<file path="src/rtl/mem_cmd_pkg.sv">
// Shared types and constants for the byte-serial memory command front-end.
package mem_cmd_pkg;

   localparam int DATA_W       = 16;
   localparam int CMD_WR_BIT   = 7;
   localparam int CMD_INC_BIT  = 6;
   localparam int ADDR_FIELD_W = 4;

   typedef enum logic [2:0] {
      IDLE,
      GET_HI,
      GET_LO,
      WRITE,
      RD_WAIT,
      SEND_HI,
      SEND_LO
   } state_t;

endpackage

</file>
<file path="src/rtl/rd_lat_cnt.sv">
// Read-latency down-counter: loaded with RD_LAT, done while the count is zero.
module rd_lat_cnt #(
   parameter int unsigned RD_LAT = 1
) (
   input  logic clk,
   input  logic rst,
   input  logic load,
   output logic done
);

   logic [1:0] cnt;

   always_ff @(posedge clk) begin
      if (rst) begin
         cnt <= '0;
      end else if (load) begin
         cnt <= 2'(RD_LAT);
      end else if (cnt != '0) begin
         cnt <= cnt - 2'd1;
      end
   end

   assign done = (cnt == '0);

endmodule

</file>
<file path="src/rtl/mem_cmd_frontend.sv">
// Byte-serial command front-end: assembles 16-bit word writes/reads for the word memory.
// Optional MEM_CMD_AUTOINC_EN: command bit6 selects addr_q+1 instead of the address field.
module mem_cmd_frontend
   import mem_cmd_pkg::*;
#(
   parameter int unsigned ADDR_W = 3,
   parameter int unsigned DATA_W = mem_cmd_pkg::DATA_W,
   parameter int unsigned RD_LAT = 1
) (
   input  logic              clk,
   input  logic              rst,
   input  logic [7:0]        in_byte,
   input  logic              in_valid,
   output logic              in_ready,
   output logic [7:0]        out_byte,
   output logic              out_valid,
   input  logic              out_ready,
   output logic [ADDR_W-1:0] mem_addr,
   output logic              mem_we,
   output logic [DATA_W-1:0] mem_wdata,
   input  logic [DATA_W-1:0] mem_rdata,
   output logic              busy
);

   state_t              state;
   logic [ADDR_W-1:0]   addr_q;
   logic [DATA_W-1:0]   wdata_q;
   logic [DATA_W-1:0]   rdata_q;
   logic [ADDR_W-1:0]   next_addr;
   logic                in_xfer;
   logic                cnt_load;
   logic                cnt_done;
   logic                unused_cmd_bits;

   // Reserved and out-of-range command bits are deliberately ignored.
   assign unused_cmd_bits = ^in_byte;

`ifdef MEM_CMD_AUTOINC_EN
   assign next_addr = in_byte[CMD_INC_BIT] ? addr_q + 1'b1 : in_byte[ADDR_W-1:0];
`else
   assign next_addr = in_byte[ADDR_W-1:0];
`endif

   always_comb begin
      in_ready = 1'b0;
      case (state)
         IDLE, GET_HI, GET_LO: in_ready = 1'b1;
         default:              in_ready = 1'b0;
      endcase
   end

   assign in_xfer   = in_valid && in_ready;
   assign cnt_load  = (state == IDLE) && in_xfer && !in_byte[CMD_WR_BIT];
   assign busy      = (state != IDLE);
   assign mem_addr  = addr_q;
   assign mem_wdata = wdata_q;

   rd_lat_cnt #(.RD_LAT(RD_LAT)) u_rd_lat_cnt (
      .clk  (clk),
      .rst  (rst),
      .load (cnt_load),
      .done (cnt_done)
   );

   always_ff @(posedge clk) begin
      if (rst) begin
         state     <= IDLE;
         addr_q    <= '0;
         wdata_q   <= '0;
         rdata_q   <= '0;
         mem_we    <= 1'b0;
         out_valid <= 1'b0;
         out_byte  <= '0;
      end else begin
         mem_we <= 1'b0;
         case (state)
            IDLE: if (in_xfer) begin
               addr_q <= next_addr;
               state  <= in_byte[CMD_WR_BIT] ? GET_HI : RD_WAIT;
            end
            GET_HI: if (in_xfer) begin
               wdata_q[DATA_W-1:8] <= in_byte;
               state               <= GET_LO;
            end
            // mem_we is registered here so it is high for exactly the WRITE cycle.
            GET_LO: if (in_xfer) begin
               wdata_q[7:0] <= in_byte;
               mem_we       <= 1'b1;
               state        <= WRITE;
            end
            WRITE: state <= IDLE;
            RD_WAIT: if (cnt_done) begin
               rdata_q   <= mem_rdata;
               out_byte  <= mem_rdata[DATA_W-1:8];
               out_valid <= 1'b1;
               state     <= SEND_HI;
            end
            SEND_HI: if (out_ready) begin
               out_byte <= rdata_q[7:0];
               state    <= SEND_LO;
            end
            SEND_LO: if (out_ready) begin
               out_valid <= 1'b0;
               state     <= IDLE;
            end
            default: state <= IDLE;
         endcase
      end
   end

endmodule

</file>
<file path="config.mk">
export PLATFORM = sky130hd
export DESIGN_NAME = mem_cmd_frontend
export DESIGN_NICKNAME = d
export VERILOG_FILES = /design/src/rtl/mem_cmd_pkg.sv /design/src/rtl/rd_lat_cnt.sv /design/src/rtl/mem_cmd_frontend.sv
export SDC_FILE = /design/constraint.sdc
export NUM_CORES = 1
export LEC_CHECK = 0
export ABC_AREA = 1
export ABC_CLOCK_PERIOD_IN_PS = 1700
export CORE_MARGIN = 8
export CORE_UTILIZATION = 38
export CTS_CLUSTER_SIZE = 30
export DETAILED_ROUTE_END_ITERATION = 7
export DONT_BUFFER_PORTS = 1
export GPL_TIMING_DRIVEN = 0
export HOLD_SLACK_MARGIN = 0.05
export SYNTH_ARGS = -nofsm -noshare
export SYNTH_HDL_FRONTEND = slang
export SYNTH_HIERARCHICAL = 1
export SYNTH_SLANG_ARGS = --single-unit
</file>
<file path="constraint.sdc">
create_clock -name clk -period 1.7 [get_ports clk]
set_input_delay 0.255 -clock clk [delete_from_list [all_inputs] [get_ports clk]]
set_output_delay 0.255 -clock clk [all_outputs]
set_load 0.1 [all_outputs]
</file>
After elaboration in Yosys (flattened, before gate mapping):

Index checks and enable logic that the tools add are counted.

* register bits: 42
* input bits: 28
* output and inout port bits: 31
* word-level logic and storage cells: 62

* add/subtract/negate cells: 1
* equal/unequal tests: 11
* multiplexer cells: 18
* bitwise logic cells: 1
* reductions and logical operators: 21

Operator list (count)
* $mux W3: 7
* $pmux W3 S6: 1
* $mux W8: 2
* $pmux W8 S2: 1
* $ne A2 B2 Y1 const B: 6
* $eq A3 B3 Y1 const B: 3
* $reduce_and A2 Y1: 4
* $reduce_bool A2 Y1: 4
* $mux W1: 6
* $reduce_and A3 Y1: 2
* $reduce_and A6 Y1: 1
* $reduce_or A2 Y1: 2
* $eq A3 B1 Y1 const B: 1
* $eq A3 B2 Y1 const B: 1
* $logic_and A1 B1 Y1: 3
* $logic_not A3 Y1: 1
* $reduce_bool A3 Y1: 1
* $reduce_or A3 Y1: 1
* $logic_not A2 Y1: 1
* $pmux W1 S2: 1
* $sub A2 B1 Y2 const B: 1
* $logic_not A1 Y1: 1
* $not A1 Y1: 1

Depth between registers and ports, before layout:

Gate-level depths: netlist (run 1).

* depth in word-level cells: 7
* gate-level depth with buffers: 10
* depth with buffers taken out: 9

Modules after synthesis:

The synthesis (run 1) kept the hierarchy.

Modules (own cells, without submodules)
* mem_cmd_frontend: instances 1, cells an instance 227, area each 1720.4 um^2, sequential area each 800.8 um^2
* rd_lat_cnt: instances 1, cells an instance 18, area each 120.1 um^2, sequential area each 40.0 um^2

Worst setup path after synthesis (run 1):

Ideal clock, no wire load.

* path type: register -> register
* start: register state[2]
* end: register state[0]
* setup time: 0.114 ns
* data arrival time: 2.473 ns
* slack: -0.886 ns
* cell stages (with the launch flop): 8
* buffers on the path: 1
* cell sequence: dfxtp_1 -> buf_6 -> a21oi_1 -> nand2_1 -> nand3_1 -> nand2_1 -> nand2_1 -> nor2_1

* cells in the longest elaborated chain, start to end: 6

RTL lines
* start: declaration: line mem_cmd_frontend.sv:25 `state_t state;`
* start signal: assignment: line mem_cmd_frontend.sv:79 `state <= in_byte[CMD_WR_BIT] ? GET_HI : RD_WAIT;`
* $eq A3 B2 Y1 (tied with other cells): line mem_cmd_frontend.sv:46 `case (state)`
* $reduce_or A3 Y1 (*): line mem_cmd_frontend.sv:46
* $mux W1 (*): line mem_cmd_frontend.sv:46
* named net in_ready: line mem_cmd_frontend.sv:14 `output logic in_ready,`
* $logic_and A1 B1 Y1 (*): line mem_cmd_frontend.sv:52 `assign in_xfer = in_valid && in_ready;`
* $ne A2 B2 Y1 (no line)
* $reduce_and A6 Y1 (no line) (*)

The timed path passes the listed nets; every way through them passes the cells marked *.
A chain may end at the register's enable or synchronous reset.

Final worst setup path (run 1):

* start: register state[0]
* end: output busy

* cells in the longest elaborated chain, start to end: 1

RTL lines
* $reduce_bool A3 Y1: line mem_cmd_frontend.sv:54 `assign busy = (state != IDLE);`
* end: declaration: line mem_cmd_frontend.sv:22 `output logic busy`

Every way passes these cells.

==> results.yml, run 1 <==
clock_network:
  cts.sinks: 42
  cts_root_buf: "clkbuf_8"
  clk_pin_slew_ns: 0.08
  htreeDepth: 2
  cts_tree: "done"
  cts_made_buffers: 5
  clk_path_buf_depth: 2
  insertion_delay_ns: 0.30
global_route:
  grt_usage_pct: 12.8
  grt_pass1_wl_mm: 7.25
  grt_antenna_before_repair: 0
  grt_pass1_vias: 1469
  grt_overflow_total: 0
  grt_max_degree: 14
power_and_ir_drop:
  p_per_area_mw_per_mm2: 2000
  total_leakage_power_nw: 0.924
  p_total_mw: 4.22
  max-vdd-ir-drop_uv: 955
cells_and_area:
  drive_gt1_share_pct: 16.9
  final_core_util_pct: 45.0
  layout.cells.non_filler: 314
  antenna_cells: 0
  synthToLayoutAreaGrowth_pct: 14.6
  layout.nets: 289
critical_path:
  r2r_cells: 7
  critPathKind: "reg2out"
  r2r_start: "state[2]"
  cp-end-kind: "primary output"
  crit_slowest_cell: "clkinvlp_4"
  worstPathArrival_ns: 1.40
  crit_path_end: "busy"
  max_stage_delay_ns: 0.43
  ff2ff_setup_slack_ns: 0.13
  startpoint: "state[0]"
  cp-start-kind: "register"
  worstPathMaxFanout: 4
  worstPathCellList: "buf_6, clkinv_8, nand2_4, nor2_4, clkinvlp_4"
  cp_data_required_time_ns: 1.44
  cp.depth: 5
  crit_buf_inv: 3
  path_delay_family: "buffers and inverters"
  timing.rr.end: "state[0]"
sta:
  fmax_ghz: 0.605
  hold_viol: 0
  min_period_over_period_pct: 97.2
  tightestPinTransition_ns: 1.01
  fin_tns_setup_ns: 0
  rsz0062_at_grt: "yes"
  min_period_ns: 1.65
  drv_slew: 0
  clock_skew_ns: 0.00794
  setup_slack_ns: 0.0468
  relSlewSlack_pct: 32.5
  setup_violations: 0
synth:
  syn_area_sq_mm: 0.00184
  synthXorXnorAreaFrac_pct: 0
  synthAdderAreaFrac_pct: 1.36
  synthSimpleGateAreaFrac_pct: 28.6
  synth-seq-cells: 42
  synth_compound_area_share_pct: 16.1
  ys_warn_count: 6
  yosys.cell_types.count: 25
  synth_cells: 245
  synth_top_family_by_area: "simple AND/OR/NAND/NOR gates"
  synth_mux_area_share_pct: 0
  synth_fp_nets: 275
  syn_avg_cell_area_sq_um: 7.51
  synth-seq-area-share_pct: 45.7
route:
  drt_iter0_markers: 103
  wl_met2_mm: 1.95
  num_vias: 1548
  avgRoutedWirePerCell_um: 14.7
  highest_layer: "met4"
  wl_met1_mm: 1.85
  drt_wl_total_mm: 4.61
  vias_per_cell: 4.93
  wl_met3_um: 726
  drtAntennaViolNets: 0
  firstDrtPassIters: 4
  drc_errors: 0
floorplanning:
  die-area_sq_mm: 0.00733
  die_w_um: 85.6
  core_area_sq_mm: 0.00469
  rows: 25
  start_util_pct: 39.2
  die-height_um: 85.6
  ioPinCount: 59
placement:
  place.gp.congestion: 0.760
  hpwl_mm: 3.33
  place_inst: 299
  post-place-ws_ns: -0.0295
  place.port_buffers: 0
flow_run:
  maxCapViolCount: 0
min_path:
  hold_class: "in2reg"
run_status:
  status: "finished, final reports clean"
==> cells in the mapped netlist (all sizes together) <==
| cell | count | area share (%) |
|---|---|---|
| clkinv | 1 | 0.48 |
| o21ai | 38 | 11 |
| clkbuf | 2 | 0.41 |
| nand4 | 1 | 0.34 |
| inv | 23 | 4.8 |
| ha | 2 | 1.4 |
| a21oi | 16 | 5.4 |
| nand3 | 9 | 3.0 |
| dfxtp | 42 | 46 |
| nand2 | 44 | 10 |
| buf | 5 | 2.5 |
| nor2 | 62 | 15 |
==> what timing repair did <==
item | 4_1_cts | 5_1_grt
gates resized for setup | 9 | 2
endpoints found under the hold margin | 5 | 0
setup endpoints to repair | 1 | 3
setup buffers | 2 | 4
pin swaps | 1 | 1
hold buffers | 1 | 0
==> sequential cells by signal, indices dropped and copies added (netlist names) <==
register and cells:
mem_addr 3, mem_wdata 16, mem_we 1, out_byte 8, out_valid 1, rdata_q 8, state 3, u_rd_lat_cnt/cnt 2
==> metal layers <==
| metal | up-vias | global-route usage, % |
|---|---|---|
| met5 | - | 0 |
| met4 | 0 | 6.37 |
| li1 | 808 | - |
| met2 | 61 | 18.8 |
| met1 | 672 | 13.7 |
| met3 | 7 | 8.40 |
==> area by class of cell <==
| type | count | area, sq um |
|---|---|---|
| Inverter | 24 | 111 |
| Fill cell | 487 | 2580 |
| Tap cell | 54 | 67.6 |
| Sequential cell | 42 | 845 |
| Multi-Input combinational cell | 172 | 882 |
| Timing Repair Buffer | 7 | 55.1 |
| Clock buffer | 6 | 82.6 |
| Buffer | 7 | 53.8 |
| Clock inverter | 2 | 12.5 |
==> stage by stage <==
stage / hold slack (ns) / instance area [sq um]
2_1_floorplan: 0.317 / 1850
3_3_place_gp: 0.320 / 1920
3_5_place_dp: 0.321 / 1920
4_1_cts: 0.0883 / 2070
5_1_grt: 0.0786 / 2110
6_report: 0.0951 / 2110
==> worst min-delay path by stage <==
stage / start / end / slack (ns) / depth (start not counted)
floorplan: rst / out_valid / 0.32 / 1
global placement: rst / out_valid / 0.32 / 1
detailed placement: rst / out_valid / 0.32 / 1
CTS: mem_rdata[4] / rdata_q[4] / 0.09 / 2
global route: mem_rdata[6] / rdata_q[6] / 0.08 / 2
finish: mem_rdata[6] / rdata_q[6] / 0.1 / 2
==> layout by cell type (no fill, tap or decap), types with 2 or more instances in the layout <==
master	instances
o21ai_1	8
nand3_2	3
clkbuf_1	2
o21ai_2	2
ha_1	2
nor2_8	2
nor2_4	2
buf_4	7
nor2_1	58
clkbuf_8	6
o21ai_0	28
nand3_1	6
dfxtp_1	41
inv_1	20
nand2_1	37
a21oi_2	2
nand2_4	4
buf_6	3
a21oi_1	12
a21oi_4	2
nand2_2	3
clkinvlp_4	2
==> report_power, final <==
part	internal, mW	total, mW	switching (mW)
Sequential	1.21	2.26	1.06
Clock	0.326	0.674	0.347
Combinational	0.443	1.28	0.835
Total	1.98	4.22	2.24
==> logic make-up after synthesis <==
family / count (synthesis)
simple gates: 116
compound gates: 54
flops: 42
buf+inv: 31
fa+ha+maj: 2
Note: power is estimated with default switching activity, not from simulation.
==> run 2: changes to the inputs <==
ABC_AREA = 0   (was 1)
CORE_UTILIZATION = 35   (was 38)
CTS_CLUSTER_DIAMETER = 30   (was not set)
==> results.yml, run 2 <==
route:
  vias_per_cell: 5.05
  drt_wl_total_mm: 4.49
  avgRoutedWirePerCell_um: 15.9
  num_vias: 1429
  drc_errors: 0
  drt_iter0_markers: 85
  firstDrtPassIters: 6
  drtAntennaViolNets: 0
cells_and_area:
  fill_cells: 540
  antenna_cells: 0
  largest_register_ffs: 16
  layout.nets: 242
  design_area_sq_mm: 0.00209
  drive_gt1_share_pct: 16.4
  layout_common_cells: "nand2_1, dfxtp_1, a21oi_1"
  final_core_util_pct: 40.9
  synthToLayoutAreaGrowth_pct: 12.2
floorplanning:
  die-area_sq_mm: 0.00790
  rows: 26
  die-height_um: 88.9
  ioPinCount: 59
  die_w_um: 88.9
  start_util_pct: 36.4
  core_area_sq_mm: 0.00511
power_and_ir_drop:
  p_seq_share_pct: 50.8
  p_per_area_mw_per_mm2: 1670
  p_switching_mw: 1.54
  combPwrFrac_pct: 26.5
  total_leakage_power_nw: 0.713
  intPower_mw: 1.93
  switching_share_pct: 44.3
  max-vdd-ir-drop_uv: 563
  power.share.clock_pct: 22.7
global_route:
  grt_overflow_total: 0
  grt_antenna_before_repair: 0
  grt_max_degree: 19
  grt_usage_pct: 11.8
  grt_pass1_vias: 1452
  grt_pass1_wl_mm: 7.26
clock_network:
  clk_pin_slew_ns: 0.08
  cts_setup_buffers: 0
  cts_tree: "done"
  cts_made_buffers: 5
  cts.sinks: 42
  cts_root_buf: "clkbuf_8"
  htreeDepth: 2
  clk_path_buf_depth: 2
  insertion_delay_ns: 0.29
sta:
  clock_skew_ns: 0.00848
  holdWs_ns: 0.0881
  min_period_over_period_pct: 97.2
  rsz0062_at_grt: "no"
  setup_violations: 0
  hold_viol: 0
  fmax_ghz: 0.605
  drv_slew: 0
  relSlewSlack_pct: 31.8
  min_period_ns: 1.65
  fin_tns_setup_ns: 0
  tightestPinTransition_ns: 1.02
placement:
  hpwl_mm: 3.40
  place.port_buffers: 0
  placed_cell_area_sq_mm: 0.00196
  place.gp.congestion: 0.787
synth:
  synthTopCellsByArea: "dfxtp_1, nand2_1, a21oi_1"
  synth-seq-area-share_pct: 45.2
  syn_avg_cell_area_sq_um: 9.03
  yosys.cell_types.count: 32
  synth_fp_nets: 236
  synth_top_area_share_pct: 45.2
  synth-async-reset-ratio_pct: 0
  syn_area_sq_mm: 0.00186
  synth_cells: 206
  yosysMostFrequentCell: "dfxtp_1"
  synth-seq-cells: 42
  synth_edf_count: 0
  synthFlopType: "dfxtp_1"
  synth_common_cells: "dfxtp_1, nand2_1, a21oi_1"
  ys_warn_count: 6
  synth_top_area_cell: "dfxtp_1"
critical_path:
  cp-start-kind: "register"
  crit_slowest_cell: "a21oi_4"
  cp_data_required_time_ns: 1.44
  max_stage_delay_ns: 0.60
  worstPathCellList: "buf_6, a21oi_4"
  worstPathMaxFanout: 10
  cp-end-kind: "primary output"
  worstPathArrival_ns: 1.40
  critPathKind: "reg2out"
min_path:
  hold_class: "in2reg"
run_status:
  status: "finished, final reports clean"
flow_run:
  maxCapViolCount: 0
## run 2: cell count changes after synthesis, sizes merged, moves of 3 or more
cell	delta
nor2	-48
o21ai	-37
inv	-16
a21oi	+11
mux2i	+11
a311oi	+8
buf	+8
clkbuf	+3
nand2	-3
nor2b	+3
nor4bb	+3
## run 2: through the flow
stage	instances	power [mW]	worst slack [ns]
floorplan	206	2.56	0.178
global placement	276	2.71	0.116
detailed placement	276	2.72	0.117
CTS	283	3.51	0.00114
global route	283	3.65	0.00651
finish	283	3.48	0.0473
## run 2: layer usage
metal / up-vias / share of wire, % / wire length (um) / track usage [%]
met5: - / 0 / 0 / 0
met4: 0 / 0.87 / 39 / 2.76
met3: 5 / 16 / 736 / 8.64
met2: 49 / 41 / 1860 / 17.9
met1: 652 / 41 / 1860 / 13.0
li1: 723 / - / - / -
## run 2: worst max-delay path, delay by kind of cell, from the launching register on
kind	cells	cell delay [ns]
buf+inv	1	0.15
compound gates	1	0.60
flops	1	0.36
## run 2: power groups by stage
stage | combinational [mW] | sequential, mW | clock [mW]
detailed placement | 0.931 | 1.79 | 0
CTS | 0.933 | 1.77 | 0.809
finish | 0.922 | 1.77 | 0.787
global route | 1.02 | 1.79 | 0.845
floorplan | 0.797 | 1.76 | 0
global placement | 0.918 | 1.79 | 0
## run 2: timing repair
| action | CTS | global route |
|---|---|---|
| endpoints found under the setup margin | 2 | 9 |
| endpoints found under the hold margin | 2 | 0 |
| hold buffers | 1 | 0 |
| pin swaps | 2 | 1 |
| resized for setup | 3 | 3 |
## run 2: kinds of logic after synthesis
logic type      count (synthesis)  synth area share [%]
compound gates                 44                  17.8
xor+xnor                        1                 0.471
fa+ha+maj                       2                  1.34
buf+inv                        25                  7.13
flops                          42                  45.2
mux                            13                  7.33
simple gates                   79                  20.8
## run 2: cell type report
| type | count | area, sq um | area share [%] |
|---|---|---|---|
| flip-flops and latches | 42 | 842 | 40.3 |
| plain buffers | 16 | 108 | 5.16 |
| repair buffers | 1 | 10.0 | 0.480 |
| well taps | 70 | 87.6 | 4.20 |
| inverters | 7 | 26.3 | 1.26 |
| clock buffers | 6 | 72.6 | 3.48 |
| clock inverters | 2 | 37.5 | 1.80 |
| multi-input cells | 139 | 903 | 43.3 |
## run 2: worst paths after layout
path / startpoint / endpoint / slack [ns] / depth (start not counted)
max: state[1] / in_ready / 0.05 / 2
min: in_byte[2] / mem_wdata[2] / 0.09 / 2
max reg2reg: u_rd_lat_cnt/cnt[0] / out_byte[3] / 0.13 / 6
min reg2reg: rdata_q[5] / rdata_q[5] / 0.46 / 2
